**config.mk**
```make
export PLATFORM = sky130hd
export DESIGN_NAME = deadtime_comp
export DESIGN_NICKNAME = d
export VERILOG_FILES = /design/src/rtl/deadtime_comp.sv
export SDC_FILE = /design/constraint.sdc
export NUM_CORES = 1
export LEC_CHECK = 0
export CAP_MARGIN = 20
export CORE_MARGIN = 4
export CORE_UTILIZATION = 40
export CTS_CLUSTER_DIAMETER = 60
export DETAILED_ROUTE_END_ITERATION = 10
export GPL_TIMING_DRIVEN = 0
export PLACE_DENSITY_LB_ADDON = 0.1
export SLEW_MARGIN = 40
export SYNTH_ARGS = -nofsm -noshare
export SYNTH_HDL_FRONTEND = slang
export SYNTH_SLANG_ARGS = --single-unit
```
**constraint.sdc**
```tcl
create_clock -name clk -period 2.45 [get_ports clk]
set_input_delay 0.6125 -clock clk [delete_from_list [all_inputs] [get_ports clk]]
set_output_delay 0.6125 -clock clk [all_outputs]
set_load 0.01 [all_outputs]
```
**src/rtl/deadtime_comp.sv**
```systemverilog
// Dead-time generator for one inverter half-bridge leg: S_in -> complementary Sa/Sb gates.
// Latency: 1 clk from S_in to the falling gate, 1 + deadtime clk to the rising gate.
// Backpressure: none; a free-running gate driver that follows S_in/en every cycle.
//
// Ports:
//   clk, rst   - system clock, synchronous active-high reset
//   en         - leg enable; 0 forces both gates off on the next edge
//   S_in       - PWM command, 1 = upper switch on
//   deadtime   - both-off interval in clk cycles (0 = none), sampled when an interval starts
//   Sa, Sb     - registered upper/lower gate drives, never both 1
//   dt_active  - registered, high while a dead-time interval is running
module deadtime_comp #(
  parameter int DT_WIDTH = 8
) (
  input  logic                clk,
  input  logic                rst,
  input  logic                en,
  input  logic                S_in,
  input  logic [DT_WIDTH-1:0] deadtime,
  output logic                Sa,
  output logic                Sb,
  output logic                dt_active
);

  typedef enum logic [2:0] {
    OFF   = 3'd0,
    HI    = 3'd1,
    LO    = 3'd2,
    DT_HI = 3'd3,
    DT_LO = 3'd4
  } state_t;

  state_t              state;
  state_t              state_nxt;
  logic [DT_WIDTH-1:0] cnt;
  logic [DT_WIDTH-1:0] cnt_nxt;
  logic                dt_zero;

  assign dt_zero = (deadtime == '0);

  always_comb begin
    state_nxt = state;
    cnt_nxt   = cnt;
    if (!en) begin
      // Counter deliberately frozen; it is reloaded on the next interval anyway.
      state_nxt = OFF;
    end else begin
      case (state)
        OFF: begin
          if (dt_zero) begin
            state_nxt = S_in ? HI : LO;
          end else begin
            state_nxt = S_in ? DT_HI : DT_LO;
            cnt_nxt   = deadtime;
          end
        end
        HI: begin
          if (!S_in) begin
            if (dt_zero) begin
              state_nxt = LO;
            end else begin
              state_nxt = DT_LO;
              cnt_nxt   = deadtime;
            end
          end
        end
        LO: begin
          if (S_in) begin
            if (dt_zero) begin
              state_nxt = HI;
            end else begin
              state_nxt = DT_HI;
              cnt_nxt   = deadtime;
            end
          end
        end
        DT_HI: begin
          // A reverted command returns straight to LO: Sa never turned on,
          // so the lower switch can safely resume without a gap.
          if (!S_in) begin
            state_nxt = LO;
          end else if (cnt <= DT_WIDTH'(1)) begin
            state_nxt = HI;
          end else begin
            cnt_nxt = cnt - DT_WIDTH'(1);
          end
        end
        DT_LO: begin
          if (S_in) begin
            state_nxt = HI;
          end else if (cnt <= DT_WIDTH'(1)) begin
            state_nxt = LO;
          end else begin
            cnt_nxt = cnt - DT_WIDTH'(1);
          end
        end
        default: begin
          state_nxt = OFF;
        end
      endcase
    end
  end

  // Outputs are decoded from the next state so each gate changes on the
  // same edge as the state that owns it.
  always_ff @(posedge clk) begin
    if (rst) begin
      state     <= OFF;
      cnt       <= '0;
      Sa        <= 1'b0;
      Sb        <= 1'b0;
      dt_active <= 1'b0;
    end else begin
      state     <= state_nxt;
      cnt       <= cnt_nxt;
      Sa        <= (state_nxt == HI);
      Sb        <= (state_nxt == LO);
      dt_active <= (state_nxt == DT_HI) || (state_nxt == DT_LO);
    end
  end

endmodule

```
==> reports/qor.yml <==
status: "finished clean"
grt_util_met1_pct: 21.1
io_buffers: 12
slew_viol_final: 0
cts_buffers: 3
leakage_nw: 0.501
placed_cell_area_mm2: 0.00111
dp_hpwl_mm: 1.73
grtUsageMet2_pct: 23.1
cts_tree: "done"
clock_latency_ns: 0.28
syn_area_um2: 951
hold_viol: 0
synth-async-reset-ratio_pct: 0
grt_use_met3_pct: 2.76
synth_edf_count: 0
switching_power_mw: 0.197
setup_ws_ns: 0.126
clkTransAtPathRegs_ns: 0.09
layout.nets: 153
cts.sinks: 14
htree_levels: 1
yosysWarnings: 0
critPathRequiredTime_ns: 2.63
p_sw_share_pct: 34.2
initial_utilization_pct: 42.6
fp-row-count: 17
synth_seq_cells: 14
seq_area_frac_synth_pct: 29.5
critPathKind: "in2reg"
cp_slowest_cell: "clkdlybuf4s50_1"
grt_usage_pct: 15.1
grt_overflow: 0
rsz0062_at_grt: "false"
yosys.area.top_type: "dfxtp_1"
grt_pass1_wl_mm: 3.88
path_cells: "clkdlybuf4s50_1 -> nor4_4 -> nand2_1 -> ha_1 -> nor4b_1 -> a31oi_1 -> nand3_1 -> and4_1"
fin_crit_ns: 2.32
max_stage_delay_ns: 0.48
wl_mm: 2.40
powerDensity_mw_per_mm2: 475
place_congestion: 0.796
clockRootBuffer: "clkbuf_4"
crit_path_end_kind: "flip-flop"
synthesis.nets: 131
hp-class: "reg2reg"
drive_above_1_share_pct: 18.4
num_vias: 930
clock.fmax_mhz: 430
firstDrtPassIters: 4
finalCritPeriodShare_pct: 94.9
max_slew_margin_pct: 70.7
num_antenna_cells: 0
fin_skew_ns: 0.000969
fin_util_pct: 54.2
irDropWorstVdd_v: 0.000266
combPwrFrac_pct: 30.9
busiest_layer: "met2"
worst_pin_slew_ns: 0.437
dieWidth_um: 56.8
antenna_found_initial: 0
dr.first_iter.drc_count: 5
route.detailed.drc: 0
ant_nets: 0
cp-start-kind: "input pin"
place_ws_ns: -0.583
grt_pass1_vias: 873
maxCapViolCount: 0
internal_power_mw: 0.379
stdcell_area_mm2: 0.00121
synthCells: 116
area_growth_pct: 27.4
clk_path_buf_depth: 2
fillers: 230
wl_per_cell_um: 14.6
ctsHoldBuffers: 0
grt_max_degree: 11
synthDistinctLibCells: 43
die_h_um: 56.8
clkPwrFrac_pct: 24.3
arrival_ns: 2.51
setup_viol: 0
drt-vias-per-instance: 5.67
avgSynthCellArea_um2: 8.20
core-area_mm2: 0.00223
die-area_mm2: 0.00322
synth_top_area_share_pct: 29.5
synth.most_common_cell: "dfxtp_1"
synth_area_leaders: "dfxtp_1 (29%), nor2_1 (4.7%), a211oi_1 (3.9%), a31oi_1 (3.9%), and3_1 (3.9%)"
synthFlopType: "dfxtp_1"
ios: 15
p_seq_share_pct: 44.9
critPathMaxFanout: 3
synth_common_cells: "dfxtp_1 (14), nor2_1 (12), nand2_1 (9)"
==> final cells by class <==
cell class	count	area, um2	share of cell area [%]
sequential	14	280	23.1
buffer	6	42.5	3.51
timing repair buffer	17	173	14.3
tap	28	35.0	2.89
multi-input combinational	91	639	52.8
clock buffer	3	22.5	1.86
inverter	5	18.8	1.55
==> registers in the layout, indices dropped and copies added (netlist names) <==
signal     count
dt_active      1
Sb             1
Sa             1
cnt            8
state          3
==> metal layers <==
layer / vias up / wire length (um)
li1: 473 / -
met1: 435 / 1220
met2: 17 / 1050
met3: 5 / 88
met4: 0 / 31
met5: - / 0
==> timing repair <==
item                       CTS  global route
pin swaps                    1             5
setup buffers                1             4
gates resized for setup      4             6
setup endpoints to repair    4             3
gates cloned                 0             0
==> power groups by stage <==
| stage | clock network, mW | logic (mW) | registers [mW] |
|---|---|---|---|
| floorplan | 0 | 0.122 | 0.261 |
| global placement | 0 | 0.168 | 0.262 |
| detailed placement | 0 | 0.169 | 0.263 |
| CTS | 0.138 | 0.175 | 0.258 |
| global route | 0.147 | 0.196 | 0.260 |
| finish | 0.140 | 0.178 | 0.258 |
==> stage by stage <==
step | cells | power (mW) | hold slack, ns | setup TNS [ns]
finish | 164 | 0.575 | 0.497 | 0
global route | 164 | 0.603 | 0.519 | 0
CTS | 160 | 0.571 | 0.497 | 0
detailed placement | 156 | 0.432 | 0.484 | -3.72
global placement | 156 | 0.430 | 0.470 | -3.51
floorplan | 116 | 0.382 | 0.459 | 0
==> critical path: cells and delay by family <==
family,cells,cell delay (ns)
AO/OA/AOI/OAI,1,0.21
AND/OR/NAND/NOR,5,0.92
adder cells (fa/ha/maj),1,0.29
buffers and inverters,1,0.48
==> worst paths after layout <==
check	slack (ns)	cells after the start	end	start
hold / removal	0.50	2	cnt[3]	cnt[3]
setup reg to reg	0.40	8	cnt[2]	cnt[0]
hold reg to reg	0.50	2	cnt[3]	cnt[3]
setup / recovery	0.13	8	Sb	deadtime[3]
==> kinds of logic after synthesis <==
group	after synthesis	synth area share, %
buffers and inverters	11	6.45
muxes	3	3.16
DFF	14	29.5
adders and majority gates	3	3.95
and+or+nand+nor	53	30.8
AOI/OAI and AO/OA	32	26.2
==> placed cells by master, fill, tap and decap left out, drive strengths merged, types with 4 or more instances in the layout <==
cell type      netlist  routed
nor2                12      12
clkdlybuf4s50        0       6
clkbuf               2       5
nand2               10      10
nor3                 4       4
a31oi                6       6
o21ai                4       4
dfxtp               14      14
nand3                4       4
a211oi               5       5
dlymetal6s2s         0       6
a21oi                7       7
and3                 6       6
buf                  4       9
inv                  5       5
Power figures use the tool's default switching activity.
